$ cat config.mk
export PLATFORM = sky130hd
export DESIGN_NAME = ring_node_if
export DESIGN_NICKNAME = d
export VERILOG_FILES = /design/src/rtl/ring_node_if.sv
export SDC_FILE = /design/constraint.sdc
export NUM_CORES = 1
export LEC_CHECK = 0
export CORE_UTILIZATION = 54
export DETAILED_ROUTE_END_ITERATION = 12
export PLACE_DENSITY = 0.8
export SLEW_MARGIN = 25
export SYNTH_ARGS = -nofsm -noshare
export SYNTH_HDL_FRONTEND = slang
export SYNTH_SLANG_ARGS = --single-unit
$ cat constraint.sdc
create_clock -name clk -period 6 [get_ports clk]
set_input_delay 0.6 -clock clk [delete_from_list [all_inputs] [get_ports clk]]
set_output_delay 0.6 -clock clk [all_outputs]
set_load 0.02 [all_outputs]
$ cat src/rtl/ring_node_if.sv
// Ring node network interface: core tx queue toward the ring, rx queue toward core.
// Define RING_NODE_IF_LOOPBACK_EN to turn self-addressed packets around locally.
module ring_node_if #(
  parameter int NODE_ID      = 0,
  parameter int ID_SIZE      = 8,
  parameter int DATA_WIDTH   = 128,
  parameter int TXQ_DEPTH    = 4,
  parameter int RXQ_DEPTH    = 4,
  parameter int STARVE_LIMIT = 16,
  localparam int PKT_W = 2*ID_SIZE+DATA_WIDTH
) (
  input  logic                  clk,
  input  logic                  reset,
  input  logic                  core_tx_valid,
  output logic                  core_tx_ready,
  input  logic [ID_SIZE-1:0]    core_tx_dest,
  input  logic [DATA_WIDTH-1:0] core_tx_data,
  output logic [PKT_W-1:0]      ring_pkt_out,
  output logic                  ring_pkt_valid,
  input  logic                  ring_accept,
  input  logic                  ring_rx_valid,
  input  logic [PKT_W-1:0]      ring_rx_pkt,
  output logic                  core_rx_valid,
  input  logic                  core_rx_ready,
  output logic [ID_SIZE-1:0]    core_rx_src,
  output logic [DATA_WIDTH-1:0] core_rx_data,
  output logic                  tx_starved,
  output logic [15:0]           rx_drop_cnt
);

  localparam int TAW = $clog2(TXQ_DEPTH);
  localparam int RAW = $clog2(RXQ_DEPTH);
  localparam int SW0 = $clog2(STARVE_LIMIT+1);
  localparam int SW  = (SW0 < 5) ? 5 : SW0;

  localparam logic [0:0] S_IDLE  = 1'b0;
  localparam logic [0:0] S_OFFER = 1'b1;

  logic [PKT_W-1:0] txq [TXQ_DEPTH];
  logic [TAW-1:0]   tx_wp, tx_rp;
  logic [TAW:0]     tx_cnt, tx_cnt_n;
  logic [PKT_W-1:0] rxq [RXQ_DEPTH];
  logic [RAW-1:0]   rx_wp, rx_rp;
  logic [RAW:0]     rx_cnt;
  logic [0:0]       state;
  logic [SW-1:0]    starve_cnt;

  logic [PKT_W-1:0] tx_head, rx_head, rx_din;
  logic tx_full, rx_full, head_self;
  logic tx_push, tx_pop, take, lb_move;
  logic rx_push, rx_pop, rx_drop;
  logic [ID_SIZE-1:0] rx_dest_unused;

  assign tx_head = txq[tx_rp];
  assign rx_head = rxq[rx_rp];
  assign tx_full = (tx_cnt == (TAW+1)'(TXQ_DEPTH));
  assign rx_full = (rx_cnt == (RAW+1)'(RXQ_DEPTH));

`ifdef RING_NODE_IF_LOOPBACK_EN
  assign head_self =
    (tx_head[DATA_WIDTH +: ID_SIZE] == ID_SIZE'(NODE_ID));
`else
  assign head_self = 1'b0;
`endif

  assign core_tx_ready  = !tx_full;
  assign ring_pkt_valid = (state == S_OFFER) && !head_self;
  assign ring_pkt_out   = ring_pkt_valid ? tx_head : '0;

  assign tx_push = core_tx_valid && core_tx_ready;
  assign take    = ring_pkt_valid && ring_accept;
  // ring deliveries win the rx write port over local turnaround
  assign lb_move = (state == S_OFFER) && head_self
                && !rx_full && !ring_rx_valid;
  assign tx_pop  = take || lb_move;
  assign tx_cnt_n = tx_cnt + (TAW+1)'(tx_push)
                  - (TAW+1)'(tx_pop);

  assign core_rx_valid = (rx_cnt != '0);
  assign rx_pop  = core_rx_valid && core_rx_ready;
  assign rx_push = (ring_rx_valid && (!rx_full || rx_pop))
                || lb_move;
  assign rx_drop = ring_rx_valid && rx_full && !rx_pop;
  assign rx_din  = ring_rx_valid ? ring_rx_pkt : tx_head;

  assign core_rx_src  = core_rx_valid ?
    rx_head[DATA_WIDTH+ID_SIZE +: ID_SIZE] : '0;
  assign core_rx_data = core_rx_valid ?
    rx_head[DATA_WIDTH-1:0] : '0;
  assign rx_dest_unused = rx_head[DATA_WIDTH +: ID_SIZE];

  always_ff @(posedge clk) begin
    if (tx_push)
      txq[tx_wp] <= {ID_SIZE'(NODE_ID), core_tx_dest, core_tx_data};
    if (rx_push)
      rxq[rx_wp] <= rx_din;
  end

  always_ff @(posedge clk) begin
    if (reset) begin
      tx_wp  <= '0;
      tx_rp  <= '0;
      tx_cnt <= '0;
      state  <= S_IDLE;
    end else begin
      if (tx_push) tx_wp <= tx_wp + 1'b1;
      if (tx_pop)  tx_rp <= tx_rp + 1'b1;
      tx_cnt <= tx_cnt_n;
      state  <= (tx_cnt_n != '0) ? S_OFFER : S_IDLE;
    end
  end

  always_ff @(posedge clk) begin
    if (reset) begin
      rx_wp  <= '0;
      rx_rp  <= '0;
      rx_cnt <= '0;
    end else begin
      if (rx_push) rx_wp <= rx_wp + 1'b1;
      if (rx_pop)  rx_rp <= rx_rp + 1'b1;
      rx_cnt <= rx_cnt + (RAW+1)'(rx_push) - (RAW+1)'(rx_pop);
    end
  end

  always_ff @(posedge clk) begin
    if (reset) begin
      starve_cnt  <= '0;
      tx_starved  <= 1'b0;
      rx_drop_cnt <= '0;
    end else begin
      if (take) begin
        starve_cnt <= '0;
        tx_starved <= 1'b0;
      end else if (ring_pkt_valid &&
                   starve_cnt != SW'(STARVE_LIMIT)) begin
        starve_cnt <= starve_cnt + 1'b1;
        if (starve_cnt == SW'(STARVE_LIMIT-1))
          tx_starved <= 1'b1;
      end
      if (rx_drop && rx_drop_cnt != 16'hFFFF)
        rx_drop_cnt <= rx_drop_cnt + 1'b1;
    end
  end

endmodule

==> results.py <==
metrics = {
    "detailed_routing": {
        "drt_iter0_markers": 1762,
        "drc": 0,
        "vias": 23050,
        "wl_met2_mm": 54.86,
        "drtPass1Iterations": 5,
        "wl_mm": 106.5,
        "via_per_inst": 5.940,
        "met1_length_mm": 38.79,
        "ant_nets": 0,
        "dr_wl_met3_mm": 9.437,
        "wl_per_cell_um": 27.45,
        "highest_layer": "met5",
    },
    "setup_path": {
        "rrSetupSlack_ns": 3.16,
        "rr_worst_depth": 3,
        "arrival_ns": 3.64,
        "crit_type": "reg -> out",
        "timing.rr.end": "rxq[2][107]",
        "crit_fanout": 68,
        "endpoint_kind": "primary output",
        "required_ns": 5.40,
        "critPathLaunchType": "flop",
        "crit_path_max_incr_delay_ns": 0.82,
        "crit_slowest_cell": "dfxtp_4",
        "path_cells": "buf_12, mux4_2, and2_1, clkdlybuf4s50_1",
    },
    "sta": {
        "hold_viol": 0,
        "drv_slew": 0,
        "setup_tns_ns": 0,
        "rsz0062_at_grt": "false",
        "slew_headroom_pct": 31.12,
        "setup_viol": 0,
        "finalCritPeriodShare_pct": 70.74,
        "max_freq_mhz": 235.6,
        "layout_setup_ws_ns": 1.756,
        "min_period_ns": 4.244,
        "finClkSkew_ns": 0.04302,
        "worst_pin_slew_ns": 1.033,
    },
    "synth": {
        "synth_simple_gate_area_share_pct": 5.240,
        "ys_types": 47,
        "synth_edf_count": 1088,
        "async_reset_ff_share_pct": 0,
        "synth-seq-area-share_pct": 75.09,
        "ys_ff_latch": 1129,
        "synth_common_cells": "1088 x edfxtp_1, 286 x and2_1, 272 x mux4_2, 130 x mux2_2, 62 x clkbuf_1",
        "ys.flop_type": "edfxtp_1",
        "synth_top_family_by_area": "multiplexers",
        "synth.avg_cell_area_um2": 21.10,
        "synth_adder_area_share_pct": 0.5386,
        "synth_top_area_share_pct": 73.25,
        "syn_area_um2": 44600,
        "synth_compound_area_share_pct": 0.4432,
        "yosys-top-cells-area": "edfxtp_1 73%, mux4_2 14%, and2_1 4.0%",
        "synth_most_common_cell": "edfxtp_1",
        "synthMuxAreaShare_pct": 17.06,
        "ys_warn_count": 0,
        "syn_inst": 2114,
        "yosys.area_share.xor_xnor_pct": 0.2553,
        "yosysTopAreaCell": "edfxtp_1",
    },
    "global_route": {
        "overflow": 0,
        "antenna_found_initial": 24,
        "grtUsageTotal_pct": 25.13,
        "grt_start_max_net_pins": 90,
        "grt_first_pass_wirelength_mm": 152.8,
        "first_global_vias": 24220,
    },
    "power": {
        "pwr_density_cell_nw_per_um2": 447.4,
        "p_leak_nw": 17.58,
        "peakVddDrop_uv": 362.6,
    },
    "min_path": {
        "min_to": "tx_starved",
        "min_from": "tx_starved",
        "hold_depth": 2,
        "worstHoldPathType": "reg -> reg",
    },
    "floorplanning": {
        "initial_core_util_pct": 54.50,
        "die_area_um2": 83750,
        "die_h_um": 289.4,
        "io_pins": 586,
        "rows": 105,
        "fp.coreArea_um2": 81850,
        "die-width_um": 289.4,
    },
    "cts": {
        "htree_levels": 3,
        "cts_setup_buffers": 0,
        "postCtsHoldBufs": 0,
        "ctsRootBufferMaster": "clkbuf_16",
        "clk_path_buf_depth": 3,
        "clk_latency_ns": 0.67,
        "cts_tree": "yes",
        "post_cts_resized": 0,
        "numCtsBuffers": 109,
        "cts.sinks": 1129,
        "clk_pin_slew_worst_paths_ns": 0.06,
    },
    "cells_and_area": {
        "syn_to_final_growth_pct": 23.87,
        "nets": 3013,
        "fill_cells": 5031,
        "drive_above_1_share_pct": 22.10,
    },
    "placed_design": {
        "dpl.hpwl_mm": 63.21,
        "routabilityCongestion": 0.8251,
        "pre_cts_slack_ns": 2.412,
        "io_buffers": 569,
    },
    "job": {
        "maxCapViolCount": 0,
    },
    "status": {
        "status": "completed",
    },
}
[routing by layer]
layer | vias up | GRT usage [%]
met1 | 12080 | 30.50
met2 | 1009 | 42.90
met4 | 26 | 9.461
li1 | 9730 | -
met5 | - | 0
met3 | 206 | 7.055
[final cells by class]
type / instances / area, um^2 / area share, %
tap: 1070 / 1339 / 2.423
multi-input combinational: 853 / 10560 / 19.12
timing repair buffer: 599 / 6110 / 11.06
inverter: 17 / 63.81 / 0.1155
clock inverter: 67 / 740.7 / 1.341
clock buffer: 132 / 2888 / 5.227
antenna: 13 / 32.53 / 0.05888
sequential: 1129 / 33510 / 60.66
[worst max-delay path by stage]
stage,from,end,slack (ns),cells past startpoint
after floorplan,ring_rx_valid,rxq[1][0],0.92,5
after global placement,flop,ring_pkt_out[117],2.42,4
after detailed placement,flop,ring_pkt_out[114],2.41,4
after CTS,flop,ring_pkt_out[108],1.66,4
after global routing,flop,ring_pkt_out[117],1.58,4
final,flop,ring_pkt_out[108],1.76,4
[placed cells by master (no fill, tap or decap), types with 4 or more instances in the layout]
cell type / synthesis / final
and3_4: 0 / 4
bufinv_16: 0 / 13
mux2_2: 130 / 130
and2_4: 0 / 4
o21ai_0: 5 / 5
inv_1: 17 / 17
clkinv_2: 0 / 20
and2_1: 286 / 282
o31ai_1: 9 / 9
nand4_1: 6 / 6
nand3_1: 5 / 5
mux4_2: 272 / 272
dfxtp_1: 41 / 36
xnor2_1: 9 / 9
dfxtp_4: 0 / 5
clkbuf_1: 62 / 19
diode_2: 0 / 13
or3_1: 5 / 4
clkdlybuf4s50_1: 0 / 568
edfxtp_1: 1088 / 1088
nor2_1: 19 / 19
ha_1: 16 / 16
nor2b_1: 6 / 6
buf_12: 0 / 15
conb_1: 1 / 8
clkinv_1: 0 / 20
nand2_1: 13 / 13
or4_1: 8 / 8
buf_4: 10 / 15
clkbuf_16: 0 / 112
xor2_1: 4 / 4
a21oi_1: 15 / 15
or2_2: 5 / 5
[power breakdown]
| group | internal (mW) | switching (mW) |
|---|---|---|
| clock | 3.99 | 2.89 |
| combinational | 3.57 | 4.13 |
| sequential | 9.77 | 0.365 |
| total | 17.3 | 7.39 |
[state kept, by name, summed over array words and instances, names as in the netlist, 3 cells and up, named ones only]
register	count
starve_cnt	5
rx_drop_cnt	16
rxq	544
txq	544
tx_cnt	3
rx_cnt	3
[metrics by stage]
step                instance area, um^2  power, mW  util [%]  std cells  hold slack [ns]
floorplan                         44630      14.57         -       2121           0.4494
global route                      55240      25.61     67.49       3877           0.5322
global placement                  51570      17.85     63.00       3667           0.4680
CTS                               55220      24.92     67.46       3867           0.4838
detailed placement                51590      18.04     63.03       3668           0.4696
finish                            55250      24.72     67.50       3880           0.4822
[cell families after synthesis]
family,Yosys count
multiplexers,404
XOR/XNOR,13
AND/OR/NAND/NOR,377
other,1
flip-flops,1129
AO/OA/AOI/OAI,33
adder cells (fa/ha/maj),18
buffers and inverters,139
[worst max-delay path: cells and delay by family (launching register included)]
kind / cells / cell delay [ns]
AND/OR/NAND/NOR: 1 / 0.19
buffers and inverters: 2 / 1.01
flip-flops: 1 / 0.82
multiplexers: 1 / 0.64
No activity file was read; power rests on OpenSTA's default activity.
